--- config.mk ---
export PLATFORM = sky130hd
export DESIGN_NAME = pulse_gen_flat
export DESIGN_NICKNAME = d
export VERILOG_FILES = /design/src/rtl/pulse_gen_pkg.sv /design/src/rtl/pulse_gen_if.sv /design/src/rtl/pulse_gen_timer.sv /design/src/rtl/pulse_gen.sv /design/src/flat_wrapper.sv
export SDC_FILE = /design/constraint.sdc
export NUM_CORES = 1
export LEC_CHECK = 0
export ABC_AREA = 1
export BUFFER_PORTS_ARGS = -buffer_cell sky130_fd_sc_hd__buf_2
export CAP_MARGIN = 0
export CORE_MARGIN = 4
export CORE_UTILIZATION = 35
export DETAILED_ROUTE_END_ITERATION = 7
export PLACE_DENSITY_LB_ADDON = 0.1
export SLEW_MARGIN = 15
export SYNTH_ARGS = -nofsm -noshare
export SYNTH_HDL_FRONTEND = slang
export SYNTH_SLANG_ARGS = --single-unit
--- constraint.sdc ---
create_clock -name clk -period 1.55 [get_ports clk]
set_input_delay 0.2325 -clock clk [delete_from_list [all_inputs] [get_ports clk]]
set_output_delay 0.2325 -clock clk [all_outputs]
set_load 0.02 [all_outputs]
--- src/rtl/pulse_gen_pkg.sv ---
// pulse_gen_pkg: shared definitions for the pulse generator slice.
//   - state_e    : FSM state encoding (IDLE, LEAD, HIGH, LOW, DONE)
//   - CNT_W_DEF  : default width of the pulse-count field
//   - LEN_W_DEF  : default width of the high/low length fields
package pulse_gen_pkg;

  localparam int CNT_W_DEF = 4;
  localparam int LEN_W_DEF = 4;

  typedef enum logic [2:0] {
    ST_IDLE = 3'd0,
    ST_LEAD = 3'd1,
    ST_HIGH = 3'd2,
    ST_LOW  = 3'd3,
    ST_DONE = 3'd4
  } state_e;

endpackage

--- src/rtl/pulse_gen_if.sv ---
// pulse_gen_if: request/response bundle of the pulse generator.
//   req_valid, pulse_cnt, high_len, low_len, abort : requester -> generator
//   req_ready, data_out, busy, done                 : generator -> requester
//   modport master : requester side
//   modport slave  : generator side
interface pulse_gen_if #(
  parameter int CNT_W = pulse_gen_pkg::CNT_W_DEF,
  parameter int LEN_W = pulse_gen_pkg::LEN_W_DEF
) ();

  logic             req_valid;
  logic             req_ready;
  logic [CNT_W-1:0] pulse_cnt;
  logic [LEN_W-1:0] high_len;
  logic [LEN_W-1:0] low_len;
  logic             abort;
  logic             data_out;
  logic             busy;
  logic             done;

  modport master (
    output req_valid, pulse_cnt, high_len, low_len, abort,
    input  req_ready, data_out, busy, done
  );

  modport slave (
    input  req_valid, pulse_cnt, high_len, low_len, abort,
    output req_ready, data_out, busy, done
  );

endinterface

--- src/rtl/pulse_gen_timer.sv ---
// pulse_gen_timer: loadable LEN_W-bit down-counter timing one HIGH or LOW phase.
//   clk, rst : clock, asynchronous active-high reset
//   clr      : synchronous clear to zero (highest priority)
//   load     : load load_val (a zero length is loaded as 1)
//   load_val : phase length in cycles
//   en       : count down by one, saturating at zero (no wrap)
//   expire   : current cycle is the last cycle of the phase
module pulse_gen_timer #(
  parameter int LEN_W = pulse_gen_pkg::LEN_W_DEF
) (
  input  logic             clk,
  input  logic             rst,
  input  logic             clr,
  input  logic             load,
  input  logic [LEN_W-1:0] load_val,
  input  logic             en,
  output logic             expire
);

  localparam logic [LEN_W-1:0] LEN_ZERO = {LEN_W{1'b0}};
  localparam logic [LEN_W-1:0] LEN_ONE  = {{(LEN_W-1){1'b0}}, 1'b1};

  logic [LEN_W-1:0] count_r;

  // Phase length register: clear, load (0 promoted to 1) or saturating decrement.
  always_ff @(posedge clk or posedge rst) begin
    if (rst) begin
      count_r <= LEN_ZERO;
    end else if (clr) begin
      count_r <= LEN_ZERO;
    end else if (load) begin
      count_r <= (load_val == LEN_ZERO) ? LEN_ONE : load_val;
    end else if (en && (count_r != LEN_ZERO)) begin
      count_r <= count_r - LEN_ONE;
    end else begin
      count_r <= count_r;
    end
  end

  // A value of 1 marks the final cycle; 0 is treated the same so a cleared
  // timer can never hold the FSM in a phase.
  assign expire = (count_r <= LEN_ONE);

endmodule

--- src/rtl/pulse_gen.sv ---
// pulse_gen: emits a burst of pulse_cnt pulses on data_out, each high for
// max(high_len,1) cycles and followed by max(low_len,1) low cycles. Every
// burst starts with one low LEAD cycle and ends with a one-cycle done strobe.
//   clk : clock (rising edge)
//   rst : asynchronous active-high reset
//   bus : pulse_gen_if.slave -- request fields in, data_out/busy/done/req_ready out
// All outputs come straight from registers; no input reaches them combinationally.
module pulse_gen
  import pulse_gen_pkg::*;
#(
  parameter int CNT_W = CNT_W_DEF,
  parameter int LEN_W = LEN_W_DEF
) (
  input  logic        clk,
  input  logic        rst,
  pulse_gen_if.slave  bus
);

  localparam logic [CNT_W-1:0] CNT_ZERO = {CNT_W{1'b0}};
  localparam logic [CNT_W-1:0] CNT_ONE  = {{(CNT_W-1){1'b0}}, 1'b1};
  localparam logic [LEN_W-1:0] LEN_ZERO = {LEN_W{1'b0}};

  state_e           state_r;
  state_e           state_nxt_s;
  logic [CNT_W-1:0] rem_r;
  logic [LEN_W-1:0] high_len_r;
  logic [LEN_W-1:0] low_len_r;
  logic             data_out_r;
  logic             busy_r;
  logic             done_r;
  logic             req_ready_r;

  logic             accept_s;
  logic             abort_s;
  logic             rem_dec_s;
  logic             tmr_clr_s;
  logic             tmr_load_s;
  logic             tmr_en_s;
  logic [LEN_W-1:0] tmr_val_s;
  logic             tmr_expire_s;

  pulse_gen_timer #(.LEN_W(LEN_W)) u_timer (
    .clk      (clk),
    .rst      (rst),
    .clr      (tmr_clr_s),
    .load     (tmr_load_s),
    .load_val (tmr_val_s),
    .en       (tmr_en_s),
    .expire   (tmr_expire_s)
  );

  // Next-state, timer control and remaining-pulse control.
  always_comb begin
    state_nxt_s = state_r;
    accept_s    = 1'b0;
    abort_s     = 1'b0;
    rem_dec_s   = 1'b0;
    tmr_clr_s   = 1'b0;
    tmr_load_s  = 1'b0;
    tmr_en_s    = 1'b0;
    tmr_val_s   = high_len_r;

    case (state_r)
      ST_IDLE: begin
        // An abort seen in IDLE blocks acceptance but otherwise does nothing.
        if (bus.req_valid && !bus.abort) begin
          accept_s    = 1'b1;
          state_nxt_s = ST_LEAD;
        end else begin
          state_nxt_s = ST_IDLE;
        end
      end
      ST_LEAD: begin
        if (rem_r == CNT_ZERO) begin
          state_nxt_s = ST_DONE;
        end else begin
          state_nxt_s = ST_HIGH;
          tmr_load_s  = 1'b1;
          tmr_val_s   = high_len_r;
        end
      end
      ST_HIGH: begin
        if (tmr_expire_s) begin
          state_nxt_s = ST_LOW;
          tmr_load_s  = 1'b1;
          tmr_val_s   = low_len_r;
          rem_dec_s   = 1'b1;
        end else begin
          tmr_en_s = 1'b1;
        end
      end
      ST_LOW: begin
        if (tmr_expire_s) begin
          if (rem_r != CNT_ZERO) begin
            state_nxt_s = ST_HIGH;
            tmr_load_s  = 1'b1;
            tmr_val_s   = high_len_r;
          end else begin
            state_nxt_s = ST_DONE;
          end
        end else begin
          tmr_en_s = 1'b1;
        end
      end
      ST_DONE: begin
        state_nxt_s = ST_IDLE;
      end
      default: begin
        state_nxt_s = ST_IDLE;
      end
    endcase

    // Abort overrides everything above once a burst is in progress.
    if (bus.abort && (state_r != ST_IDLE)) begin
      abort_s     = 1'b1;
      state_nxt_s = ST_IDLE;
      rem_dec_s   = 1'b0;
      tmr_clr_s   = 1'b1;
      tmr_load_s  = 1'b0;
      tmr_en_s    = 1'b0;
    end else begin
      abort_s = 1'b0;
    end
  end

  // State register, latched request fields and registered outputs.
  always_ff @(posedge clk or posedge rst) begin
    if (rst) begin
      state_r     <= ST_IDLE;
      rem_r       <= CNT_ZERO;
      high_len_r  <= LEN_ZERO;
      low_len_r   <= LEN_ZERO;
      data_out_r  <= 1'b0;
      busy_r      <= 1'b0;
      done_r      <= 1'b0;
      req_ready_r <= 1'b1;
    end else begin
      state_r     <= state_nxt_s;
      // Outputs are decoded from the state being entered, so they line up
      // with state_r in the same cycle without a combinational path.
      data_out_r  <= (state_nxt_s == ST_HIGH);
      busy_r      <= (state_nxt_s != ST_IDLE);
      done_r      <= (state_nxt_s == ST_DONE);
      req_ready_r <= (state_nxt_s == ST_IDLE);

      if (abort_s) begin
        rem_r      <= CNT_ZERO;
        high_len_r <= LEN_ZERO;
        low_len_r  <= LEN_ZERO;
      end else if (accept_s) begin
        rem_r      <= bus.pulse_cnt;
        high_len_r <= bus.high_len;
        low_len_r  <= bus.low_len;
      end else if (rem_dec_s) begin
        rem_r <= rem_r - CNT_ONE;
      end else begin
        rem_r <= rem_r;
      end
    end
  end

  assign bus.data_out  = data_out_r;
  assign bus.busy      = busy_r;
  assign bus.done      = done_r;
  assign bus.req_ready = req_ready_r;

endmodule

--- src/flat_wrapper.sv ---
// flat-port wrapper written by rule: the top's interface ports become plain ports
module pulse_gen_flat import pulse_gen_pkg::*;
#(
  parameter int CNT_W = CNT_W_DEF,
  parameter int LEN_W = LEN_W_DEF
)
  (clk, rst, bus_req_valid, bus_pulse_cnt, bus_high_len, bus_low_len, bus_abort, bus_req_ready, bus_data_out, bus_busy, bus_done);
  pulse_gen_if #(.CNT_W(CNT_W), .LEN_W(LEN_W)) bus_i ();
  input  logic clk;
  input  logic rst;
  input wire logic [$bits(bus_i.req_valid)-1:0] bus_req_valid;
  input wire logic [$bits(bus_i.pulse_cnt)-1:0] bus_pulse_cnt;
  input wire logic [$bits(bus_i.high_len)-1:0] bus_high_len;
  input wire logic [$bits(bus_i.low_len)-1:0] bus_low_len;
  input wire logic [$bits(bus_i.abort)-1:0] bus_abort;
  output wire logic [$bits(bus_i.req_ready)-1:0] bus_req_ready;
  output wire logic [$bits(bus_i.data_out)-1:0] bus_data_out;
  output wire logic [$bits(bus_i.busy)-1:0] bus_busy;
  output wire logic [$bits(bus_i.done)-1:0] bus_done;
  assign bus_i.req_valid = bus_req_valid;
  assign bus_i.pulse_cnt = bus_pulse_cnt;
  assign bus_i.high_len = bus_high_len;
  assign bus_i.low_len = bus_low_len;
  assign bus_i.abort = bus_abort;
  assign bus_req_ready = bus_i.req_ready;
  assign bus_data_out = bus_i.data_out;
  assign bus_busy = bus_i.busy;
  assign bus_done = bus_i.done;
  pulse_gen #(.CNT_W(CNT_W), .LEN_W(LEN_W)) u_core (.clk(clk), .rst(rst), .bus(bus_i));
endmodule
**Yosys cells after proc, flatten, opt, wreduce, memory -nomap -nowiden**

Index checks and enable logic that the tools add are counted.

- Output and inout bits: 4
- Register bits after elaboration: 23

- Reduce and logical (&&, ||, !) cells: 16
- Magnitude comparators: 1
- Add/subtract/negate cells: 2
- Eq/ne operators: 5
- Mux-type cells: 34

Operators by type and width:

| kind | number |
|---|---|
| $mux W4 | 13 |
| $mux W3 | 5 |
| $mux W1 | 14 |
| $pmux W3 S4 | 1 |
| $reduce_bool A3 Y1 | 4 |
| $eq A3 B2 Y1 const B | 3 |
| $logic_not A4 Y1 | 2 |
| $reduce_bool A4 Y1 | 2 |
| $sub A4 B1 Y4 const B | 2 |
| $logic_not A3 Y1 | 2 |
| $le A4 B1 Y1 const B | 1 |
| $eq A3 B1 Y1 const B | 1 |
| $eq A3 B3 Y1 const B | 1 |
| $logic_and A1 B1 Y1 | 3 |
| $pmux W1 S3 | 1 |
| $reduce_bool A2 Y1 | 1 |
| $reduce_or A2 Y1 | 1 |
| $logic_not A1 Y1 | 1 |

**Longest topological paths before layout**

Gate-level depths: netlist of run 1.

- Depth after elaboration: 8
- Gate-level depth with buffers: 12

**Hierarchy**

A second synthesis of run 1 with hierarchy kept.

- Cell total of the unflattened synthesis: 186
- Area total of the unflattened synthesis: 1397.6 µm²

Modules (own cells, without submodules):

| module | cells each | times used | area an instance (µm²) | seq. area each (µm²) |
|---|---|---|---|---|
| pulse_gen | 137 | 1 | 1069.8 | 476.7 |
| pulse_gen_timer | 49 | 1 | 327.8 | 100.1 |

**Worst setup path before layout of run 1**

Ideal clock, no wire load.

- Path type: register to register
- Start point: register u_core.u_timer.count_r[0]
- End point: register u_core.u_timer.count_r[0]
- Arrival: 1434 ps
- Path slack: 0 ps
- Setup time: 116 ps
- Stages on the path, launching flop included: 12
- Clock period less this slack: 1550 ps
- Data required time: 1434 ps
- Path through: dfrtp_1 inv_1 ha_1 nor2_1 nor2_2 nand3_2 nand3_2 nand2_4 nor2_1 nand2_1 nand2_1 nand2_1

- Longest elaborated chain between the ends: 7
- Elaborated cells on any way between the ends: 19
- Classes of those cells: add/sub: 1; order compare: 1; mux: 13; reduce/logical: 4

RTL lines:

| what | RTL line | RTL |
|---|---|---|
| from (decl) | pulse_gen_timer.sv:23 | `logic [LEN_W-1:0] count_r;` |
| from (signal assigned) | pulse_gen_timer.sv:32 | `count_r <= (load_val == LEN_ZERO) ? LEN_ONE : load_val;` |
| from (signal assigned) | pulse_gen_timer.sv:34 | `count_r <= count_r - LEN_ONE;` |
| from (signal assigned) | pulse_gen_timer.sv:36 | `count_r <= count_r;` |
| $le A4 B1 Y1 | pulse_gen_timer.sv:42 | `assign expire = (count_r <= LEN_ONE);` |
| $mux W4 | pulse_gen.sv:83 | `if (tmr_expire_s) begin` |
| $mux W4 | -- |  |
| $logic_not A4 Y1 | pulse_gen_timer.sv:32 |  |
| $mux W4 | pulse_gen_timer.sv:32 |  |
| $mux W4 | pulse_gen_timer.sv:31 | `end else if (load) begin` |
| $mux W4 | pulse_gen_timer.sv:29 | `end else if (clr) begin` |

Several ways; a longest one is shown, not always the timed one. The select of a mux whose other input is x is not followed.
A chain may end at the register's enable or synchronous reset.

**Final worst setup path of run 1**

Same ends and word-level chain as after synthesis.

==> results.json, run 1 <==
{
  "setup_ws_ns": -0.0608,
  "cts.path.max_buffers": 2,
  "grt-ovfl-total": 0,
  "p_leak_nw": 0.962,
  "grtUsageTotal": 0.131,
  "synth_mux_area_frac": 0.00752,
  "synth-compound-area-share": 0.109,
  "cts_buffers": 3,
  "drt-pass1-iter-count": 4,
  "clock_latency_ns": 0.26,
  "synth_simple_gate_area_frac": 0.290,
  "drtIter0Drc": 22,
  "finalSetupTns_ns": -0.290,
  "worstSetupPathType": "register to register",
  "fmax_ghz": 0.621,
  "startpoint_type": "register",
  "syn-cell-area_sq_um": 1330,
  "rows": 22,
  "yosys-top-cells-area": "dfrtp_1 (41%), nand2_1 (11%), nand3_1 (7.5%)",
  "filler_cell_count": 356,
  "setup_viol": 8,
  "ys.flop_type": "dfrtp_1",
  "gp_congestion": 0.843,
  "worstPathRequired_ns": 1.71,
  "worstSetupEndpointType": "register",
  "post-route-period-util": 1.04,
  "cp.arrival_ns": 1.77,
  "detail-route-antenna-nets": 0,
  "antenna_found_initial": 0,
  "hpwlAfterDp_mm": 2.16,
  "stdcell_area_sq_um": 1790,
  "relSlewSlack": 0.733,
  "synthAdderAreaFrac": 0.0470,
  "grt_pass1_vias": 1218,
  "syn_nets": 187,
  "failed_checks": "setup timing",
  "cp_max_fo": 5,
  "worstMarginPinSlew_ns": 0.401,
  "die-width_um": 69.7,
  "clock_skew_ns": 0.00208,
  "power_density_nw_per_um2": 2010,
  "hp-class": "input port to register",
  "finalPower_mw": 3.59,
  "dpl.cell_count": 241,
  "final_core_util": 0.489,
  "synth.distinct_cells": 26,
  "max-cap-violations": 0,
  "boundaryPins": 20,
  "ys_warn_count": 0,
  "cts_tree": "yes",
  "synth_most_common_cell": "nand2_1",
  "synth_common_cells": "nand2_1 (38), dfrtp_1 (22), inv_1 (22)",
  "synth_xor_xnor_area_share": 0.0263,
  "grt_pass1_wl_mm": 5.34,
  "rsz0062_at_grt": "true",
  "stdcell_count": 256,
  "finalWirelength_mm": 2.91,
  "async_flop_share": 1.00,
  "die_y_um": 69.7,
  "fin_crit_ns": 1.61,
  "vias": 1187,
  "final_hold_viol_count": 0,
  "synth_edf_count": 0,
  "htreeDepth": 1,
  "ys_ff_latch": 23,
  "wire_per_inst_um": 11.4,
  "rrSetupSlack_ns": -0.06,
  "slew_violations": 0,
  "port_buffers": 19,
  "peakVddDrop_mv": 0.820,
  "syn_area_per_cell_sq_um": 8.02,
  "placed_area_sq_um": 1570,
  "die_area_sq_um": 4850,
  "status": "finished, violations left",
  "drc_errors": 0,
  "n_antenna_cell": 0,
  "cts_sinks": 23,
  "hold_ws_ns": 0.205,
  "grt_max_degree": 16,
  "area_growth_pct": 34.5,
  "place_ws_ns": -0.160,
  "viasPerCell": 4.64,
  "drive_above_1_share": 0.332,
  "synth_top_family_by_area": "simple AND/OR/NAND/NOR gates",
  "cts.clk_slew.worst_paths_ns": 0.08,
  "fin_nets": 230,
  "yosysTopAreaCell": "dfrtp_1",
  "start_util": 0.364,
  "ys_seq_area_frac": 0.433,
  "clockRootBuffer": "clkbuf_8",
  "synthCells": 166,
  "synth_top_area_share": 0.414,
  "core_sq_um": 3660
}
-- per-layer routing --
metal  GRT usage  part of all wire  up-vias
met3      0.0333             0.033        2
li1            -                 -      614
met4      0.0191            0.0055        0
met5           0                 0        -
met2       0.224              0.49       16
met1       0.171              0.47      555
-- cell type report --
class                           instances  area, sq um  area share
Clock buffer                            4         45.0      0.0252
Inverter                               25         93.8      0.0524
Multi-Input combinational cell        115          712       0.398
Sequential cell                        23          577       0.322
Tap cell                               48         60.1      0.0335
Timing Repair Buffer                   41          303       0.169
-- cells in the final DEF (no fill, tap or decap) --
cell and n:
nand2_1 38, dfrtp_1 22, inv_1 20, buf_2 19, nand3_1 18, buf_4 15, o21ai_0 11, nor2_1 8
inv_2 5, nor2_2 4, o21ai_1 4, buf_6 4, nand3_2 3, nand2_4 3, xor2_1 3, ha_1 3
clkbuf_8 3, nor2_4 2, nand3_4 2, nand4_1 2, o21ai_2 2, o22ai_1 2, a21oi_1 2, ha_4 2
buf_12 2, nand2_2 1, xnor2_1 1, mux2i_1 1, a31oi_4 1, and2_1 1, o2111ai_1 1, clkbuf_1 1
dlygate4sd3_1 1, dfstp_2 1
-- worst paths after layout --
| kind | from | end | cells past startpoint |
|---|---|---|---|
| min in group asynchronous | rst | u_core.bus.busy$_DFF_PP0_ | 3 |
| hold / removal | bus_high_len[3] | u_core.high_len_r[3]$_DFFE_PP0P_ | 3 |
| setup reg to reg | u_core.u_timer.count_r[0]$_DFFE_PP0P_ | u_core.u_timer.count_r[0]$_DFFE_PP0P_ | 12 |
| max in group asynchronous | rst | u_core.high_len_r[3]$_DFFE_PP0P_ | 4 |
| hold reg to reg | u_core.high_len_r[0]$_DFFE_PP0P_ | u_core.high_len_r[0]$_DFFE_PP0P_ | 2 |
| setup / recovery | u_core.u_timer.count_r[0]$_DFFE_PP0P_ | u_core.u_timer.count_r[0]$_DFFE_PP0P_ | 12 |
-- state kept, by name (all words and copies together), names as in the netlist --
signal and count:
u_core.u_timer.count_r 4, u_core.bus.data_out 1, u_core.bus.req_ready 1, u_core.bus.done 1, u_core.low_len_r 4, u_core.bus.busy 1
u_core.state_r 3, u_core.high_len_r 4, u_core.rem_r 4
-- critical path, stage by stage (launching register included) --
cell	delay (ns)
dfrtp_1	0.44
inv_2	0.08
ha_4	0.18
nor2_4	0.10
nor2_4	0.05
buf_6	0.12
nand3_4	0.06
nand3_4	0.11
buf_4	0.15
nor2_1	0.08
a21oi_1	0.05
nand2_1	0.05
nand2_1	0.05
-- kinds of logic (layout without fill, tap and decap cells) --
logic type,Yosys count,in the layout
simple gates,82,82
buf+inv,28,70
compound gates,23,23
flops,23,23
fa+ha+maj,5,5
xor+xnor,4,4
mux,1,1
-- what timing repair did --
action | CTS | global route
setup endpoints to repair | 10 | 17
hold buffers | 1 | 0
gates resized for setup | 16 | 5
pin swaps | 10 | 6
endpoints found under the hold margin | 7 | 0
buffers inserted | 9 | 1
-- power breakdown --
part / internal [mW] / switching [mW]
registers: 0.859 / 0.143
clock network: 0.183 / 0.189
logic: 0.980 / 1.24
Power figures use the tool's default switching activity.
==> run 2: changes to the inputs <==
- CORE_UTILIZATION: 35 -> 50
- SKIP_CTS_REPAIR_TIMING: default -> 1
==> run 2 against run 1 <==
The flow still finishes with violations (setup timing). Worst setup slack gained 0.015 ns. First-iteration DRC count is 50% lower. Clock-buffer cell count unchanged. Core utilization is 18 points higher. Clock skew up 0.0050 ns. Via count fell by 2.2%. Die area is 27% lower. Global-route usage is 3.9 points higher. Critical endpoint unchanged.
==> results.json, run 2 (synthesized netlist as in run 1, its figures left out) <==
{
  "status": "finished, violations left",
  "failed_checks": "setup timing",
  "use_met1": 0.205,
  "rsz0062_at_grt": "true",
  "clockRootBuffer": "clkbuf_4",
  "intPower_mw": 1.82,
  "start_util": 0.533,
  "relSlewSlack": 0.804,
  "setup_ws_ns": -0.0454,
  "met3_usage": 0.0392,
  "antenna_found_initial": 0,
  "clock_latency_ns": 0.30,
  "peakVddDrop_mv": 1.34,
  "detail-route-antenna-nets": 0,
  "drc_errors": 0,
  "drtIter0Drc": 11,
  "switchingPower_mw": 1.60,
  "fin_crit_ns": 1.60,
  "cts.path.max_buffers": 2,
  "worstMarginPinSlew_ns": 0.294,
  "boundaryPins": 20,
  "clkPwrFrac": 0.079,
  "cts_buffers": 3,
  "final_hold_viol_count": 0,
  "viasPerCell": 5.03,
  "grt-ovfl-total": 0,
  "cp_max_fo": 6,
  "die_y_um": 59.6,
  "area_growth_pct": 26.5,
  "vias": 1161,
  "hp-class": "input port to register",
  "critical_path_buf_inv_count": 1,
  "rows": 18,
  "hold_ws_ns": 0.157,
  "busiest_layer": "met2",
  "hpwlAfterDp_mm": 2.04,
  "drt-pass1-iter-count": 4,
  "cts.clk_slew.worst_paths_ns": 0.13,
  "crit_path_top_delay_cell": "dfrtp_1",
  "p_leak_nw": 0.902,
  "final_core_util": 0.674,
  "worstPathRequired_ns": 1.76,
  "use_met2": 0.300,
  "finalWirelength_mm": 2.85,
  "stdcell_count": 231,
  "filler_cell_count": 229,
  "die-width_um": 59.6,
  "final_common_cell": "nand2_1",
  "worstReg2RegStart": "u_core.u_timer.count_r[1]$_DFFE_PP0P_",
  "setup_viol": 5,
  "mostFrequentLayoutCells": "nand2_1 (36), dfrtp_1 (22), inv_1 (20), buf_2 (19), nand3_1 (17)",
  "fmax_ghz": 0.627,
  "combPwrFrac": 0.630,
  "fin_nets": 223,
  "worstSetupEndpointType": "register",
  "cts_tree": "yes",
  "max-cap-violations": 0,
  "startpoint_type": "register",
  "p_seq_frac": 0.291,
  "wire_per_inst_um": 12.3,
  "crit_start": "u_core.u_timer.count_r[1]$_DFFE_PP0P_",
  "clock_skew_ns": 0.00703,
  "cts_sinks": 23,
  "min_from": "bus_low_len[1]",
  "swShare": 0.468,
  "worstSetupPathType": "register to register",
  "crit_path_cell_trace": "inv_2 > ha_4 > nor2_4 > nor2_4 > nand3_4 > nand3_4 > nand2_4 > nor2_1 > nand2_1 > nand2_1 > nand2_1",
  "n_antenna_cell": 0,
  "die_area_sq_um": 3550,
  "post-route-period-util": 1.03,
  "dpl.cell_count": 222,
  "htreeDepth": 1,
  "multiInputGateArea_sq_um": 747,
  "gp_congestion": 0.835,
  "drive_above_1_share": 0.333,
  "grt_pass1_wl_mm": 4.67,
  "grt_max_degree": 24,
  "grt_pass1_vias": 1127,
  "cp.arrival_ns": 1.80,
  "cpPeakStageDelay_ns": 0.41,
  "seqCellArea_sq_um": 577,
  "port_buffers": 19,
  "power_density_nw_per_um2": 2030,
  "core_sq_um": 2500,
  "path_common_cell": "nand2_1",
  "path_delay_family": "simple AND/OR/NAND/NOR gates",
  "grtUsageTotal": 0.170,
  "slew_violations": 0
}
[run 2: layout make-up]
class	count	area share
sequential	23	0.342
inverter	25	0.0557
multi-input combinational	116	0.444
timing repair buffer	33	0.120
tap	30	0.0223
clock buffer	4	0.0156
[run 2: worst reg2reg max path: stages, from the launching register on]
cell and delay [ns]:
dfrtp_1 0.41, inv_2 0.11, ha_4 0.18, nor2_4 0.05, nor2_4 0.19, nand3_4 0.11
nand3_4 0.13, nand2_4 0.09, nor2_1 0.09, nand2_1 0.05, nand2_1 0.06, nand2_1 0.04
[run 2: metal layers]
metal | share of wire | wire length, um
met5 | 0 | 0
met4 | 0.015 | 44
met3 | 0.040 | 113
met2 | 0.50 | 1430
met1 | 0.44 | 1260
[run 2: worst paths after layout]
path | slack, ns | to | depth (start not counted)
worst max-delay path | -0.05 | u_core.u_timer.count_r[0]$_DFFE_PP0P_ | 11
worst min-delay path | 0.16 | u_core.low_len_r[1]$_DFFE_PP0P_ | 3
worst max register to register | -0.05 | u_core.u_timer.count_r[0]$_DFFE_PP0P_ | 11
worst min register to register | 0.53 | u_core.u_timer.count_r[1]$_DFFE_PP0P_ | 2
max in group asynchronous | 0.77 | u_core.bus.req_ready$_DFF_PP1_ | 4
min in group asynchronous | 0.50 | u_core.u_timer.count_r[2]$_DFFE_PP0P_ | 4
[run 2: power groups by stage]
stage | clock, mW | sequential (mW) | combinational, mW
after detailed placement | 0 | 1.00 | 1.80
after CTS | 0.293 | 0.991 | 1.81
after global placement | 0 | 0.996 | 1.74
after floorplan | 0 | 1.03 | 1.30
after global routing | 0.318 | 1.03 | 2.44
final | 0.270 | 0.995 | 2.15
[run 2: per-stage QoR]
| step | TNS, ns | power (mW) | area, sq um | setup slack, ns |
|---|---|---|---|---|
| finish | -0.108 | 3.42 | 1680 | -0.0454 |
| global route | -1.48 | 3.78 | 1680 | -0.148 |
| CTS | -0.639 | 3.09 | 1550 | -0.135 |
| detailed placement | -0.466 | 2.80 | 1530 | -0.107 |
| global placement | -0.175 | 2.74 | 1530 | -0.0573 |
| floorplan | 0 | 2.33 | 1340 | 0.0150 |
==> run 3: changes to the inputs <==
- ABC_AREA: 1 -> default
- SYNTH_HIERARCHICAL: default -> 1
==> run 3 against run 2 <==
Final area is 19% higher. Core utilization is 13 points higher. Combinational power grew 7%. Die area decreased by 1.2%. Largest power group unchanged. Total power up 5.9%. Register-to-register slack lost 0.38 ns. Synthesized area fell by 1.4%. Highest routed layer unchanged. Sequential share of layout area is 5.4 points lower. The run still ends with setup timing left.
==> results.json, run 3 <==
{
  "final_common_cell": "buf_4",
  "filler_cell_count": 166,
  "n_antenna_cell": 0,
  "setup_ws_ns": -0.423,
  "mostFrequentLayoutCells": "buf_4 (44), buf_2 (19), dfrtp_1 (19), nand2_1 (14), inv_1 (8)",
  "status": "finished, violations left",
  "p_leak_nw": 0.922,
  "drive_above_1_share": 0.547,
  "crit_path_top_delay_cell": "dfrtp_2",
  "die_y_um": 59.2,
  "yosys-top-cells-area": "dfrtp_1 (42%), ha_1 (4.8%), a22o_1 (4.7%)",
  "synth.distinct_cells": 43,
  "cpPeakStageDelay_ns": 0.44,
  "rsz0062_at_grt": "true",
  "async_flop_share": 1.00,
  "ys_warn_count": 6,
  "worstPathRequired_ns": 1.76,
  "synth_top_area_share": 0.419,
  "grt_max_degree": 20,
  "cts.clk_slew.worst_paths_ns": 0.13,
  "crit_path_cell_trace": "inv_2 > ha_4 > nor2_2 > nor3_4 > nor4bb_2 > buf_4 > nand2_1 > nand2_2 > nor3_2 > nor3_2 > nor4_2",
  "area_growth_pct": 53.1,
  "boundaryPins": 20,
  "syn_nets": 159,
  "final_hold_viol_count": 0,
  "drt-pass1-iter-count": 4,
  "failed_checks": "setup timing",
  "fin_crit_ns": 1.97,
  "synth_common_cells": "dfrtp_1 (22), nand2_1 (16), inv_1 (11)",
  "cp.arrival_ns": 2.18,
  "finalWirelength_mm": 3.40,
  "peakVddDrop_mv": 1.22,
  "clock_latency_ns": 0.31,
  "rows": 18,
  "hpwlAfterDp_mm": 2.42,
  "die-width_um": 59.2,
  "port_buffers": 19,
  "post-route-period-util": 1.27,
  "syn_area_per_cell_sq_um": 9.51,
  "drtIter0Drc": 19,
  "detail-route-antenna-nets": 0,
  "synth_most_common_cell": "dfrtp_1",
  "fin_nets": 225,
  "ys_ff_latch": 23,
  "cts_sinks": 23,
  "multiInputGateArea_sq_um": 841,
  "wire_per_inst_um": 14.6,
  "clockRootBuffer": "clkbuf_4",
  "cts_tree": "yes",
  "cp_max_fo": 5,
  "worstSetupPathType": "register to register",
  "worstSetupEndpointType": "register",
  "max-cap-violations": 0,
  "grt-ovfl-total": 0,
  "grt_pass1_wl_mm": 5.44,
  "power_density_nw_per_um2": 1800,
  "gp_congestion": 0.785,
  "viasPerCell": 5.54,
  "slew_violations": 0,
  "start_util": 0.525,
  "startpoint_type": "register",
  "drc_errors": 0,
  "path_common_cell": "nor3_2",
  "syn-cell-area_sq_um": 1310,
  "seqCellArea_sq_um": 581,
  "finalSetupTns_ns": -2.65,
  "cts_buffers": 3,
  "worstMarginPinSlew_ns": 0.292,
  "grt_pass1_vias": 1279,
  "synthCells": 138,
  "path_delay_family": "simple AND/OR/NAND/NOR gates",
  "core_sq_um": 2500,
  "synth_edf_count": 0,
  "die_area_sq_um": 3510,
  "ys.flop_type": "dfrtp_1",
  "setup_viol": 9,
  "yosysTopAreaCell": "dfrtp_1",
  "clock_skew_ns": 0.00563,
  "relSlewSlack": 0.804,
  "grtUsageTotal": 0.198,
  "vias": 1291,
  "ys_seq_area_frac": 0.439,
  "cts.path.max_buffers": 2,
  "antenna_found_initial": 0,
  "hold_ws_ns": 0.138,
  "critical_path_buf_inv_count": 2,
  "htreeDepth": 1,
  "hp-class": "input port to register",
  "fmax_ghz": 0.507
}
-- run 3: cell count changes after synthesis, moves of 5 or more --
cell | previous run | this run
nand2_1 | 38 | 16
nand3_1 | 20 | 6
inv_1 | 22 | 11
a22o_1 | 0 | 7
o21ai_0 | 12 | 5
nor3_1 | 0 | 6
a211oi_1 | 0 | 5
-- run 3: layout make-up --
type | instances | area share
Multi-Input combinational cell | 97 | 0.418
Sequential cell | 23 | 0.289
Timing Repair Buffer | 68 | 0.239
Inverter | 11 | 0.0218
Tap cell | 30 | 0.0187
Clock buffer | 4 | 0.0131
-- run 3: metal layers --
metal / global-route usage / vias up / wire [um]
met5: 0 / - / 0
met4: 0.0550 / 0 / 33
met3: 0.0283 / 4 / 129
met2: 0.343 / 32 / 1770
met1: 0.254 / 627 / 1470
li1: - / 628 / -
-- run 3: stage by stage --
step                instances  utilization  setup WS (ns)  area (sq um)  total power [mW]
finish                    233        0.804         -0.423          2010              3.62
global placement          217        0.686         -0.373          1720              2.74
detailed placement        217        0.686         -0.456          1720              2.80
global route              233        0.804         -0.569          2010              3.89
floorplan                 138            -         -0.384          1350              2.08
CTS                       221        0.697         -0.488          1740              3.09
-- run 3: power breakdown --
part,internal [mW],switching [mW],total [mW]
clock network,0.100,0.183,0.284
registers,0.848,0.193,1.04
logic,1.23,1.06,2.30
total,2.18,1.44,3.62
-- run 3: final timing paths --
| path | startpoint | endpoint | slack (ns) | cells after the start |
|---|---|---|---|---|
| worst min-delay path | bus_pulse_cnt[1] | u_core/rem_r[1]$_DFFE_PP0P_ | 0.14 | 2 |
| worst max register to register | u_core/u_timer/count_r[0]$_DFFE_PP0P_ | u_core/u_timer/count_r[0]$_DFFE_PP0P_ | -0.42 | 11 |
| worst max-delay path | u_core/u_timer/count_r[0]$_DFFE_PP0P_ | u_core/u_timer/count_r[0]$_DFFE_PP0P_ | -0.42 | 11 |
| min in group asynchronous | rst | u_core/u_timer/count_r[1]$_DFFE_PP0P_ | 0.34 | 3 |
| worst min register to register | u_core/low_len_r[1]$_DFFE_PP0P_ | u_core/low_len_r[1]$_DFFE_PP0P_ | 0.51 | 1 |
| max in group asynchronous | rst | u_core/bus.req_ready$_DFF_PP1_ | 0.80 | 4 |
-- run 3: cells by family after synthesis --
kind of cell	synth area share
DFF	0.439
AOI/OAI and AO/OA	0.177
muxes	0.0153
xor gates and xnor gates	0.00667
buffers and inverters	0.0601
adders and majority gates	0.0477
and+or+nand+nor	0.254
